==> src/rtl/period_serial_loader.sv <==
// Serial period loader: synchronises a 3-wire port, deserialises MSB-first,
// validates the frame and strobes the period word into the counter.
module period_serial_loader #(
  parameter int BITS        = 12,
  parameter int MIN_PERIOD  = 9,
  parameter int SYNC_STAGES = 2
) (
  input  logic            clk,
  input  logic            reset,
  input  logic            ser_clk,
  input  logic            ser_data,
  input  logic            ser_cs_n,
  output logic [BITS-1:0] period,
  output logic            period_load,
  output logic            frame_error,
  output logic            busy
);

  localparam int CW = $clog2(BITS + 2);

  localparam logic [CW-1:0]   CNT_FULL = CW'(BITS);
  localparam logic [CW-1:0]   CNT_MAX  = CW'(BITS + 1);
  localparam logic [BITS-1:0] MIN_P    = BITS'(MIN_PERIOD);

  localparam logic [1:0] IDLE   = 2'd0;
  localparam logic [1:0] SHIFT  = 2'd1;
  localparam logic [1:0] COMMIT = 2'd2;

  logic [SYNC_STAGES-1:0] sclk_s;
  logic [SYNC_STAGES-1:0] data_s;
  logic [SYNC_STAGES-1:0] cs_s;

  logic sclk_h1, sclk_h2;
  logic cs_h1, cs_h2;
  logic data_h;

  logic sclk_rise_q;
  logic cs_fall_q;
  logic cs_rise_q;

  logic [1:0]      state;
  logic [CW-1:0]   cnt;
  logic [BITS-1:0] sr;

  logic sclk_rise_c;
  logic cs_fall_c;
  logic cs_rise_c;

  assign sclk_rise_c = sclk_h1 & ~sclk_h2;
  assign cs_fall_c   = ~cs_h1 & cs_h2;
  assign cs_rise_c   = cs_h1 & ~cs_h2;

  assign busy = (state != IDLE);

  // Synchronisers, history flops and registered edge flags.
  always_ff @(posedge clk) begin
    if (reset) begin
      sclk_s      <= '0;
      data_s      <= '0;
      cs_s        <= '1;
      sclk_h1     <= 1'b0;
      sclk_h2     <= 1'b0;
      cs_h1       <= 1'b1;
      cs_h2       <= 1'b1;
      data_h      <= 1'b0;
      sclk_rise_q <= 1'b0;
      cs_fall_q   <= 1'b0;
      cs_rise_q   <= 1'b0;
    end else begin
      sclk_s      <= {sclk_s[SYNC_STAGES-2:0], ser_clk};
      data_s      <= {data_s[SYNC_STAGES-2:0], ser_data};
      cs_s        <= {cs_s[SYNC_STAGES-2:0], ser_cs_n};
      sclk_h1     <= sclk_s[SYNC_STAGES-1];
      sclk_h2     <= sclk_h1;
      cs_h1       <= cs_s[SYNC_STAGES-1];
      cs_h2       <= cs_h1;
      data_h      <= data_s[SYNC_STAGES-1];
      sclk_rise_q <= sclk_rise_c;
      cs_rise_q   <= cs_rise_c;
      // A fall seen during COMMIT is held so IDLE picks it up next cycle.
      cs_fall_q   <= cs_fall_c | (cs_fall_q & (state == COMMIT));
    end
  end

  always_ff @(posedge clk) begin
    if (reset) begin
      state       <= IDLE;
      cnt         <= '0;
      sr          <= '0;
      period      <= '0;
      period_load <= 1'b0;
      frame_error <= 1'b0;
    end else begin
      period_load <= 1'b0;
      frame_error <= 1'b0;
      case (state)
        IDLE: begin
          if (cs_fall_q) begin
            state <= SHIFT;
            cnt   <= '0;
            sr    <= '0;
          end
        end
        SHIFT: begin
          if (cs_rise_q) begin
            state <= COMMIT;
          end else if (sclk_rise_q) begin
            sr <= {sr[BITS-2:0], data_h};
            if (cnt != CNT_MAX) cnt <= cnt + 1'b1;
          end
        end
        COMMIT: begin
          state <= IDLE;
          if (cnt == CNT_FULL && sr >= MIN_P) begin
            period      <= sr;
            period_load <= 1'b1;
          end else if (cnt != '0) begin
            frame_error <= 1'b1;
          end
        end
        default: state <= IDLE;
      endcase
    end
  end

endmodule
==> config.mk <==
export PLATFORM = sky130hd
export DESIGN_NAME = period_serial_loader
export DESIGN_NICKNAME = d
export VERILOG_FILES = /design/src/rtl/period_serial_loader.sv
export SDC_FILE = /design/constraint.sdc
export NUM_CORES = 1
export LEC_CHECK = 0
export CORE_MARGIN = 3
export CORE_UTILIZATION = 54
export CTS_CLUSTER_DIAMETER = 60
export CTS_CLUSTER_SIZE = 16
export DETAILED_ROUTE_END_ITERATION = 8
export PLACE_DENSITY_LB_ADDON = 0.2
export SLEW_MARGIN = 10
export SYNTH_ARGS = -nofsm -noshare
export SYNTH_HDL_FRONTEND = slang
export SYNTH_SLANG_ARGS = --single-unit
==> constraint.sdc <==
create_clock -name clk -period 2.3 [get_ports clk]
set_clock_uncertainty 0.15 [all_clocks]
set_input_delay 0.46 -clock clk [delete_from_list [all_inputs] [get_ports clk]]
set_output_delay 0.46 -clock clk [all_outputs]
set_load 0.05 [all_outputs]
Word level (Yosys, flattened, before mapping)
Cells that the tools add are included.
- bits in registers: 46
- input port bits: 5
- output and inout bits: 15
- word-level logic and storage cells: 62
- $add $sub $neg: 1
- magnitude comparators: 1
- equality and inequality tests: 9
- muxes and demuxes: 14
- bitwise operators: 9
- reductions and logical operators: 11
- operator list (cell ; number):
    $mux 12 ; 3
    $pmux 12 s2 ; 1
    $mux 4 ; 4
    $ge 12x4->1 const B ; 1
    $ne 2x2->1 const B ; 5
    $pmux 4 s2 ; 1
    $reduce_and 5->1 ; 1
    $add 4x1->4 const B ; 1
    $and 1x1->1 ; 4
    $eq 4x4->1 const B ; 1
    $mux 2 ; 2
    $ne 4x4->1 const B ; 1
    $not 1->1 ; 4
    $pmux 2 s2 ; 1
    $reduce_and 2->1 ; 2
    $reduce_and 4->1 ; 1
    $reduce_bool 2->1 ; 2
    $reduce_bool 4->1 ; 1
    $reduce_or 3->1 ; 1
    $eq 2x1->1 const B ; 1
    $eq 2x2->1 const B ; 1
    $logic_not 2->1 ; 1
    $mux 1 ; 2
    $reduce_or 2->1 ; 1
    2 further kinds ; 2

Depth between registers and ports, before layout
Gate-level depths: netlist of run 1.
- depth in word-level cells: 5
- gate-level depth with buffers: 7
- mapped depth without buffers: 6

Least setup slack after synthesis of run 1
OpenSTA, ideal clock, no wires.
- kind: register to register
- from: register cnt[0]
- to: register period[10]
- data arrival time: 1.515 ns
- slack: 0.507 ns
- stages on the path, launching flop included: 8
- period minus slack after synthesis: 1.793 ns
- cells stage by stage: dfxtp_1 > inv_1 > ha_1 > nand3_2 > a311oi_2 > buf_6 > mux2i_1 > nor2_1
- word-level cells in the longest chain between the ends: 3
- RTL lines (what ; line ; text):
    start, declared ; 42 ; logic [CW-1:0] cnt;
    start signal, assigned ; 109 ; if (cnt != CNT_MAX) cnt <= cnt + 1'b1;
    $eq 4x4->1 ; 114 ; if (cnt == CNT_FULL && sr >= MIN_P) begin
    $logic_and 1x1->1 ; 114 ;
    $reduce_and 2->1 (no line) ; -- ;
    end signal, assigned ; 115 ; period <= sr;
    end, declared ; 13 ; output logic [BITS-1:0] period,
Every way passes these cells.
A chain may end at the register's enable or synchronous reset.

Worst setup path after layout of run 1
- from: register period[2]
- to: output period[2]
No word-level cell between the ends.

==> out/results.ini, run 1 <==
[status]
outcome=completed

[power]
p_switching_uw=257
clkPwrFrac=0.364
pwr_density_cell_nw_per_um2=638
irDropWorstVdd_mv=0.493
pwr-share-comb=0.032
swShare=0.193
p_int_uw=1080
p_leak_uw=0.000767
total_power_uw=1340
power_frac_seq=0.604

[setup_path]
required_ns=1.69
critPathKind=reg2out
cp.arrival_ns=1.52
cp-end-kind=output pin
max_stage_delay_ns=0.81
cp_cell_sequence=clkdlybuf4s50_1
crit_buf_inv=1
cp_slowest_cell=clkdlybuf4s50_1
crit_path_start_kind=flop
cp_top_family=buffers and inverters
worst-path-max-fanout=2

[cts]
ctsResizeCount=0
cts_buffers=5
cts_setup_buffers=0
cts_tree=built
max-clock-path-buffers=2
ctsHtreeMaxLevel=2
clkSinkCount=46
clkLatencyLatePin_ns=0.35
cts-root-buf=clkbuf_4
cts.clk_slew.worst_paths_ns=0.12
hold_buffers=0

[finish]
nets=204
diodes=0
areaGrowthSynthToFinish_pct=18.8
final_common_cell=dfxtp_1
regArea_um2=921
final_cell_mix=dfxtp_1 (46), nor2_1 (30), mux2i_1 (24)
final_area_um2=2090
fill_cells=249
final_layout_size_suffix_gt1_frac=0.117
final_core_util=0.680
multi_input_area_um2=785

[yosys]
syn-num-nets=179
synth_seq_area_share=0.523
ys_warn_count=0
synth_top_area_share=0.523
synth_area_per_cell_um2=10.3
synth_top_flop_cell=dfxtp_1
ys_async_sr_fraction=0
synth_seq_cells=46
synthCells=171
synth_area_um2=1760
yosys.area.top_type=dfxtp_1
synth_edf_count=0
synth_area_leaders=dfxtp_1 (52%), mux2i_1 (14%), nor2_1 (6.4%)
synthDistinctLibCells=32

[worst_hold_path]
hold_class=reg2reg

[place]
port_buffers=19
globalplace.congestion=0.843
hpwl_mm=2.30
dp_slack_ns=0.301
dpl_cell_area_um2=2010

[sta]
timing.setup.tns_ns=0
worst_pin_slew_ns=0.601
timing.slew.headroom=0.598
period_share=0.927
period_needed_ns=2.13
hold_viol_final=0
max_freq_mhz=469
fin_ws_ns=0.168
setup_violations=0
grt_setup_unrepaired=false
slew_violations=0

[grt]
grt_usage=0.179
grt-ovfl-total=0
grt_max_degree=19
antenna_found_initial=0
grt_pass1_vias=1204
grt_pass1_wl_mm=5.53

[route]
wl_mm=3.17
via_count=1217
first_pass_iters=4
avgRoutedWirePerCell_um=13.2
vias_per_cell=5.07
drt_iter0_markers=57
maxUsedRoutingLayer=met4
dr_wl_met3_um=111
drc=0
wl_met1_mm=1.39
drtAntennaViolNets=0
wl_met2_mm=1.61

[floorplanning]
rows=20
core_um2=3080
die-area_um2=3980
fp.dieW_um=63.1
boundaryPins=20
die_h_um=63.1
start_util=0.572

[run]
cap_violations=0

## layer usage
metal,up-vias,GRT usage
li1,622,-
met3,8,0.0410
met2,21,0.308
met4,0,0.0909
met1,566,0.206
met5,-,0
## stage by stage
step	hold slack [ns]	cells
finish	0.240	240
global route	0.255	240
CTS	0.244	240
detailed placement	0.227	233
global placement	0.222	233
floorplan	0.217	171
## registers in the layout (all words and copies together), names as in the netlist
name / flops
cs_rise_q: 1
state: 2
cs_h2: 1
sclk_rise_q: 1
sr: 12
period: 12
data_s: 2
cnt: 4
sclk_s: 2
frame_error: 1
sclk_h2: 1
cs_s: 2
cs_h1: 1
period_load: 1
cs_fall_q: 1
sclk_h1: 1
data_h: 1
## cell families (layout without fill, tap and decap cells)
| kind of cell | Yosys count | count (layout) | synth area share |
|---|---|---|---|
| and+or+nand+nor | 72 | 72 | 0.218 |
| DFF | 46 | 46 | 0.523 |
| muxes | 25 | 25 | 0.143 |
| AOI/OAI and AO/OA | 14 | 14 | 0.0632 |
| buffers and inverters | 11 | 36 | 0.0320 |
| adders and majority gates | 3 | 3 | 0.0213 |
## worst paths after layout
kind / slack [ns] / cells after the start / start / end
min reg2reg: 0.24 / 1 / sclk_h2$_SDFF_PP0_ / sclk_rise_q$_SDFF_PP0_
max reg2reg: 0.40 / 6 / cnt[1]$_SDFFE_PP0P_ / cnt[1]$_SDFFE_PP0P_
min: 0.24 / 1 / sclk_h2$_SDFF_PP0_ / sclk_rise_q$_SDFF_PP0_
max: 0.17 / 1 / period[2]$_SDFFE_PP0P_ / period[2]
## Yosys cell counts, drive strengths merged (2+ instances only)
cell type	instances
dfxtp	46
nor2	30
mux2i	24
and2	12
nor2b	10
clkbuf	6
a21oi	4
nand2b	4
or2	4
ha	3
inv	3
a211oi	2
a41o	2
buf	2
nand3	2
nand3b	2
nor4	2
o31ai	2
## power by group through the flow
stage,clock network (uW),logic (uW),registers (uW)
floorplan,0,27.0,824
global placement,0,40.8,825
detailed placement,0,42.6,825
CTS,497,42.8,807
global route,535,45.7,809
finish,486,42.6,807
## area by class of cell
class,instances,share of cell area
Sequential cell,46,0.440
Clock inverter,1,0.0143
Clock buffer,6,0.0245
Inverter,3,0.00538
Tap cell,44,0.0263
Multi-Input combinational cell,114,0.375
Timing Repair Buffer,26,0.115
Power figures use the tool's default switching activity.
==> run 2, diff against run 1 <==
- PLACE_DENSITY: not set -> 0.77
- PLACE_DENSITY_LB_ADDON: 0.2 -> not set
==> out/results.ini, run 2 (synthesized netlist as in run 1, its figures left out) <==
[route]
drc=0
drt_iter0_markers=43
avgRoutedWirePerCell_um=12.9
vias_per_cell=5.11
drtAntennaViolNets=0
wl_mm=3.07
via_count=1210
first_pass_iters=4

[cts]
cts-root-buf=clkbuf_4
ctsResizeCount=0
hold_buffers=0
clkLatencyLatePin_ns=0.36
clkSinkCount=46
cts.clk_slew.worst_paths_ns=0.12
ctsHtreeMaxLevel=2
max-clock-path-buffers=2
cts_tree=built
cts_setup_buffers=0
cts_buffers=5

[finish]
largest_registers=period (12), sr (12), cnt (4)
nets=201
diodes=0
final_layout_size_suffix_gt1_frac=0.104
final_cell_mix=dfxtp_1 (46), nor2_1 (30), mux2i_1 (24)
areaGrowthSynthToFinish_pct=16.3
final_common_cell=dfxtp_1
fill_cells=258
final_area_um2=2050

[status]
outcome=completed

[sta]
setup_violations=0
worst_pin_slew_ns=0.582
hold_viol_final=0
period_needed_ns=2.13
period_share=0.927
grt_setup_unrepaired=false
timing.slew.headroom=0.608
slew_violations=0
max_freq_mhz=469
timing.setup.tns_ns=0

[setup_path]
max_stage_delay_ns=0.81
critPathKind=reg2out
cp_slowest_cell=clkdlybuf4s50_1
worst-path-max-fanout=2
cp_cell_sequence=clkdlybuf4s50_1
crit_path_start_kind=flop
crit_buf_inv=1
cp.arrival_ns=1.52
cp_top_family=buffers and inverters
cp-end-kind=output pin
required_ns=1.69

[place]
port_buffers=19
hpwl_mm=2.07
globalplace.congestion=0.856
dpl_cell_area_um2=2000

[floorplanning]
fp.dieW_um=63.1
boundaryPins=20
die_h_um=63.1
rows=20
die-area_um2=3980
start_util=0.572
core_um2=3080

[grt]
grt-ovfl-total=0
grt_max_degree=46
grt_pass1_wl_mm=5.44
antenna_found_initial=0
grt_pass1_vias=1259
grt_usage=0.173

[worst_hold_path]
hold_class=reg2reg

[power]
irDropWorstVdd_mv=0.475
pwr_density_cell_nw_per_um2=586
p_leak_uw=0.000743

[run]
cap_violations=0

==> run 2: power by group <==
group / leakage [uW] / switching (uW) / internal [uW]
sequential: 0.000372 / 2.74 / 804
combinational: 0.000340 / 21.2 / 20.3
clock: 0.0000308 / 243 / 110
==> run 2: stage by stage <==
stage,worst slack [ns],hold slack (ns),cells,util,power [uW]
4_1_cts,0.146,0.248,237,0.666,1210
3_3_place_gp,0.549,0.223,230,0.650,865
5_1_grt,0.0935,0.274,237,0.666,1240
6_report,0.167,0.241,237,0.666,1200
3_5_place_dp,0.445,0.230,230,0.650,867
2_1_floorplan,0.507,0.217,171,-,851
==> run 2: routing by layer <==
metal,GRT usage,routed length [um],vias up
met5,0,0,-
met4,0.0909,68,0
met3,0.0463,119,7
met2,0.291,1420,18
met1,0.198,1460,567
li1,-,-,618
==> run 2: cell type report <==
cell class	count	area (um^2)	share of cell area
clock inverters	2	10.0	0.00488
well taps	44	55.1	0.0269
repair buffers	23	230	0.112
multi-input cells	114	785	0.383
inverters	3	11.3	0.00549
clock buffers	5	37.5	0.0183
flip-flops and latches	46	921	0.449
==> run 2: final timing paths <==
path                     startpoint                endpoint  slack (ns)  cells after the start
max          period[2]$_SDFFE_PP0P_               period[2]        0.17                      1
min              sclk_h2$_SDFF_PP0_  sclk_rise_q$_SDFF_PP0_        0.24                      1
max reg2reg     cnt[1]$_SDFFE_PP0P_     cnt[1]$_SDFFE_PP0P_        0.37                      6
min reg2reg      sclk_h2$_SDFF_PP0_  sclk_rise_q$_SDFF_PP0_        0.24                      1
==> run 3, diff against run 2 <==
- CORE_UTILIZATION: 54 -> 40
- CTS_BUF_LIST: not set -> sky130_fd_sc_hd__clkbuf_8
- PLACE_DENSITY: 0.77 -> 0.68
==> out/results.ini, run 3 (synthesized netlist as in run 1, its figures left out) <==
[cts]
cts_buffers=5
hold_buffers=0
ctsHtreeMaxLevel=2
max-clock-path-buffers=2
cts_setup_buffers=0
cts_tree=built
ctsResizeCount=0
clkSinkCount=46
cts.clk_slew.worst_paths_ns=0.08
cts-root-buf=clkbuf_8
clkLatencyLatePin_ns=0.29

[finish]
regArea_um2=921
diodes=0
areaGrowthSynthToFinish_pct=20.9
final_area_um2=2130
final_layout_size_suffix_gt1_frac=0.122
final_cell_mix=dfxtp_1 (46), nor2_1 (30), mux2i_1 (24)
final_common_cell=dfxtp_1
nets=204
multi_input_area_um2=785
fill_cells=376
largest_registers=period (12), sr (12), cnt (4)
fin_cells=247
final_core_util=0.517

[sta]
timing.setup.tns_ns=0
worst_pin_slew_ns=0.528
setup_violations=0
timing.slew.headroom=0.645
fin_ws_ns=0.253
max_freq_mhz=489
hold_viol_final=0
slew_violations=0
grt_setup_unrepaired=false
period_share=0.890
period_needed_ns=2.05

[grt]
grt_max_degree=29
antenna_found_initial=0
grt_usage=0.128
grt_pass1_vias=1203
grt_pass1_wl_mm=5.29
grt-ovfl-total=0

[place]
dp.cells=239
globalplace.congestion=0.774
port_buffers=19
hpwl_mm=2.14
dpl_cell_area_um2=2020
dp_slack_ns=0.399

[setup_path]
cp.arrival_ns=1.44
required_ns=1.69
crit_buf_inv=1
cp_top_family=buffers and inverters
cp-end-kind=output pin
max_stage_delay_ns=0.81
critPathKind=reg2out
cp_cell_sequence=clkdlybuf4s50_1
crit_path_start_kind=flop
cp_slowest_cell=clkdlybuf4s50_1
worst-path-max-fanout=2

[floorplanning]
boundaryPins=20
start_util=0.428
die_h_um=72.4
core_um2=4120
die-area_um2=5240
rows=23
fp.dieW_um=72.4

[route]
avgRoutedWirePerCell_um=12.3
drt_iter0_markers=51
drc=0
vias_per_cell=4.87
drtAntennaViolNets=0
wl_mm=3.03
first_pass_iters=4
via_count=1203

[power]
irDropWorstVdd_mv=0.377
pwr_density_cell_nw_per_um2=658
p_leak_uw=0.000781

[status]
outcome=completed

[worst_hold_path]
hold_class=reg2reg

[run]
cap_violations=0

[run 3: cell count changes in the layout (fill, tap and decap cells not counted)]
| cell | delta |
|---|---|
| clkbuf_8 | +8 |
| buf_4 | +4 |
| clkbuf_4 | -5 |
| buf_12 | -1 |
| clkinv_2 | -2 |
[run 3: final timing paths]
kind,from,end,slack [ns],cells past startpoint
min,sclk_h2$_SDFF_PP0_,sclk_rise_q$_SDFF_PP0_,0.24,1
min reg2reg,sclk_h2$_SDFF_PP0_,sclk_rise_q$_SDFF_PP0_,0.24,1
max,period[2]$_SDFFE_PP0P_,period[2],0.25,1
max reg2reg,cnt[1]$_SDFFE_PP0P_,cnt[1]$_SDFFE_PP0P_,0.35,6
[run 3: layer usage]
layer	GRT usage	wire length, um	vias up
li1	-	-	623
met1	0.152	1460	561
met5	0	0	-
met4	0.0564	39	0
met2	0.210	1430	15
met3	0.0416	106	4
[run 3: final cells by class]
type	instances	share of cell area
well taps	50	0.0294
flip-flops and latches	46	0.432
repair buffers	26	0.113
inverters	3	0.00529
clock buffers	8	0.0517
multi-input cells	114	0.368
[run 3: report_power, final]
| group | internal, uW | switching (uW) | leakage [uW] |
|---|---|---|---|
| Sequential | 803 | 2.57 | 0.000372 |
| Combinational | 19.4 | 21.3 | 0.000351 |
| Clock | 303 | 251 | 0.0000575 |
[run 3: per-stage QoR]
stage	hold slack, ns	total power, uW
detailed placement	0.231	866
finish	0.235	1400
global placement	0.224	865
global route	0.277	1460
CTS	0.242	1420
floorplan	0.217	851
==> RTL change 1 (flow settings as in run 2) <==
One comparison of `cnt` changes from == to >=.
--- a/src/rtl/period_serial_loader.sv
+++ b/src/rtl/period_serial_loader.sv
@@ -112,5 +112,5 @@
         COMMIT: begin
           state <= IDLE;
-          if (cnt == CNT_FULL && sr >= MIN_P) begin
+          if (cnt >= CNT_FULL && sr >= MIN_P) begin
             period      <= sr;
             period_load <= 1'b1;
Function: no difference found for any inputs over 10 cycles, from zero or initial values and one cycle with reset high; that may be too few to reach the edited logic, so the function may still have changed.
==> RTL change 1 against run 2 <==
  * Final area grew 1.5%
  * Synthesized area grew 0.50%
  * Cell count grew 0.84%
  * Sequential cell count is the same
  * Worst hold slack lost 0.0015 ns
  * Power grew 6.9%
  * Critical path type unchanged
  * Routed wire length shrank 2.7%
  * Worst setup slack gained 0.013 ns
==> RTL change 1: results <==
{
  "status": "complete, no violations",
  "first_iter_violations": 54,
  "min_to": "sclk_rise_q$_SDFF_PP0_",
  "grt_start_max_net_pins": 42,
  "cts_resized": 0,
  "slowest_stage": "clkdlybuf4s50_1",
  "ff2ff_path_depth": 5,
  "reg2reg_to": "period[3]$_SDFFE_PP0P_",
  "n_antenna_cell": 0,
  "min_path_cells": 1,
  "power_uw": 1285,
  "largestRegisters": "period x12, sr x12, cnt x4",
  "clkTransAtPathRegs_ns": 0.11,
  "syn_nets": 181,
  "io_buffer_count": 19,
  "drt_pass1_iterations": 4,
  "whs_ns": 0.2396,
  "cp_data_arrival_time_ns": 1.51,
  "cts-root-buf": "clkbuf_4",
  "critical_path.startpoint": "period[10]$_SDFFE_PP0P_",
  "crit_family": "buffers and inverters",
  "yosysWarningCount": 0,
  "synth_seq_area_share_pct": 52.01,
  "post_cts_buffers": 0,
  "min_from": "sclk_h2$_SDFF_PP0_",
  "insertion_delay_ns": 0.34,
  "reg2reg_slack_ns": 0.35,
  "place_hpwl_mm": 2.164,
  "synth_common_cells": "46 x dfxtp_1, 30 x nor2_1, 24 x mux2i_1, 12 x and2_1, 10 x nor2b_1",
  "htreeDepth": 2,
  "r2r-start": "state[1]$_SDFFE_PP0P_",
  "postSynth.asyncResetShare_pct": 0,
  "synth_cell_type_count": 33,
  "grt_antenna_before_repair": 0,
  "cpPeakStageDelay_ns": 0.81,
  "worst_slew_pin_slew_ns": 0.6270,
  "vias": 1205,
  "fillers": 272,
  "leakagePower_uw": 0.0007833,
  "p_comb_uw": 40.9,
  "avgRoutedWirePerCell_um": 12.49,
  "dpl_cell_area_mm2": 0.002002,
  "numCtsBuffers": 5,
  "max-vdd-ir-drop_mv": 0.3900,
  "fin_tns_setup_ns": 0,
  "ys.flop_type": "dfxtp_1",
  "place.gp.congestion": 0.7477,
  "pwr-share-clk_pct": 34.0,
  "p_int_uw": 1033,
  "hold_path_class": "reg -> reg",
  "grt_pass1_wl_mm": 5.264,
  "grt_usage_pct": 16.63,
  "crit_end": "period[10]",
  "nets": 202,
  "synthTopCellsByArea": "dfxtp_1 52%, mux2i_1 14%, nor2_1 6.4%",
  "synth_edf_count": 0,
  "ctsLongestPathBuffers": 2,
  "area_delta_synth_final_pct": 17.53,
  "drive_gt1_share_pct": 10.26
}
-- RTL change 1: metrics by stage --
stage | cells | setup slack, ns
global route | 239 | 0.1128
finish | 239 | 0.1803
global placement | 231 | 0.4417
CTS | 239 | 0.1596
floorplan | 173 | 0.6618
detailed placement | 231 | 0.3563
-- RTL change 1: logic make-up after synthesis --
group,count (synthesis),synth area share [%]
simple gates,74,21.84
flops,46,52.01
fa+ha+maj,3,2.120
mux,25,14.20
buf+inv,12,3.462
compound gates,13,6.361
-- RTL change 1: cell type report --
type                    count  share of cell area [%]
multi-input cells         115                   37.88
repair buffers             22                   10.70
well taps                  44                   2.646
flip-flops and latches     46                   44.26
clock buffers               8                   3.788
inverters                   4                  0.7216
-- RTL change 1: layer usage --
metal / up-vias / wire length [µm] / global-route usage (%)
met5: - / 0 / 0
met4: 0 / 37 / 6.469
met3: 5 / 70 / 4.278
met2: 12 / 1444 / 27.93
met1: 566 / 1433 / 20.36
li1: 622 / - / -
==> RTL change 2 (config.mk and constraints of run 2) <==
Without the edit above. `SYNC_STAGES`: 2 -> 4.
--- a/src/rtl/period_serial_loader.sv
+++ b/src/rtl/period_serial_loader.sv
@@ -4,5 +4,5 @@
   parameter int BITS        = 12,
   parameter int MIN_PERIOD  = 9,
-  parameter int SYNC_STAGES = 2
+  parameter int SYNC_STAGES = 4
 ) (
   input  logic            clk,
Check against the original RTL: not equivalent (Yosys sat finds a counterexample within 10 cycles, from zero or initial values and one cycle with reset high).
==> RTL change 2 against run 2 <==
  * Final area rose by 8.6%
  * Cell count rose by 4.2%
  * Synthesized cell count rose by 4.1%
  * Sequential cell count rose by 6
  * Worst setup slack improved by 0.00095 ns
  * Clock power rose by 56%
  * Synthesized area rose by 7.0%
  * Die area rose by 6.3%
  * Routed wire length rose by 2.2%
  * Power rose by 24%
==> RTL change 2: results <==
{
  "status": "complete, no violations",
  "nFlopsAndLatches": 52,
  "multi_input_area_share_pct": 35.53,
  "dr_wl_met2_mm": 1.541,
  "synthTopCellsByArea": "dfxtp_1 55%, mux2i_1 13%, nor2_1 6.0%",
  "max-vdd-ir-drop_mv": 0.4319,
  "cts_resized": 0,
  "multi_input_cells": 115,
  "register_area_mm2": 0.001041,
  "hold_path_class": "reg -> reg",
  "grt_use_met2_pct": 29.63,
  "met1_length_mm": 1.476,
  "synth_common_cells": "52 x dfxtp_1, 30 x nor2_1, 24 x mux2i_1, 14 x nor2b_1, 7 x and2_1",
  "grt_pass1_vias": 1327,
  "numCtsBuffers": 5,
  "cp_data_arrival_time_ns": 1.52,
  "leakagePower_uw": 0.0008133,
  "syn_nets": 186,
  "synth_seq_area_share_pct": 55.25,
  "dr_wl_met3_um": 88,
  "worst_slew_pin_slew_ns": 0.6289,
  "dpl_worst_slack_ns": 0.3714,
  "nets": 210,
  "grt_pass1_wl_mm": 5.630,
  "netSwitchingFraction_pct": 18.77,
  "drive_gt1_share_pct": 12.32,
  "grtUsageMet1_pct": 19.59,
  "bufAreaShareNonClock_pct": 10.46,
  "fillers": 262,
  "gr-usage-met3_pct": 5.893,
  "clk_share_pct": 4.272,
  "place.gp.congestion": 0.7919,
  "clockBufferCount": 7,
  "htreeDepth": 2,
  "place_hpwl_mm": 2.237,
  "drt_pass1_iterations": 4,
  "grt_start_max_net_pins": 30,
  "postSynth.asyncResetShare_pct": 0,
  "buffers_excl_clock": 25,
  "avgRoutedWirePerCell_um": 12.69,
  "n_antenna_cell": 0,
  "cts-root-buf": "clkbuf_4",
  "cpPeakStageDelay_ns": 0.80,
  "first_iter_violations": 71,
  "largestRegisters": "period x12, sr x12",
  "viasPerCell": 5.202,
  "grt_usage_pct": 17.32,
  "synth_cell_type_count": 32,
  "path_max_fanout": 2,
  "clkTransAtPathRegs_ns": 0.13
}
RTL change 2: cell types whose count changed in the layout (fill, tap and decap cells not counted):
| cell | before | now |
|---|---|---|
| clkbuf_8 | 0 | 2 |
| nor2b_1 | 10 | 14 |
| buf_4 | 4 | 7 |
| clkinv_2 | 2 | 0 |
| and2_0 | 1 | 0 |
| or2_2 | 4 | 6 |
| buf_12 | 1 | 0 |
| bufinv_16 | 0 | 1 |
| dfxtp_1 | 46 | 52 |
| and2_1 | 11 | 7 |
RTL change 2: through the flow:
stage	std cells	utilization, %	total power (µW)	cell area, µm²
floorplan	178	-	952.2	1884
global placement	239	67.05	966.1	2131
detailed placement	239	67.05	967.3	2131
CTS	247	70.04	1516	2226
global route	247	70.04	1561	2226
finish	247	70.04	1496	2226
RTL change 2: logic make-up (layout without fill, tap and decap cells):
family,Yosys count,in the layout,share of synthesized area (%)
and+or+nand+nor,73,73,20.72
buffers and inverters,11,36,2.789
adders and majority gates,3,3,1.992
AOI/OAI and AO/OA,14,14,5.909
DFF,52,52,55.25
muxes,25,25,13.35
RTL change 2: final timing paths:
path,start,endpoint,slack [ns],cells past startpoint
min,sclk_h2$_SDFF_PP0_,sclk_rise_q$_SDFF_PP0_,0.25,1
max reg2reg,cnt[1]$_SDFFE_PP0P_,cnt[1]$_SDFFE_PP0P_,0.32,6
max,period[8]$_SDFFE_PP0P_,period[8],0.17,1
min reg2reg,sclk_h2$_SDFF_PP0_,sclk_rise_q$_SDFF_PP0_,0.25,1
RTL change 2: power groups by stage:
stage | Clock, µW | Combinational [µW] | Sequential [µW]
after CTS | 568 | 36.5 | 911
after global placement | 0 | 35.5 | 931
after floorplan | 0 | 22.2 | 930
after global routing | 609 | 39.7 | 913
after detailed placement | 0 | 36.4 | 931
final | 549 | 35.9 | 911
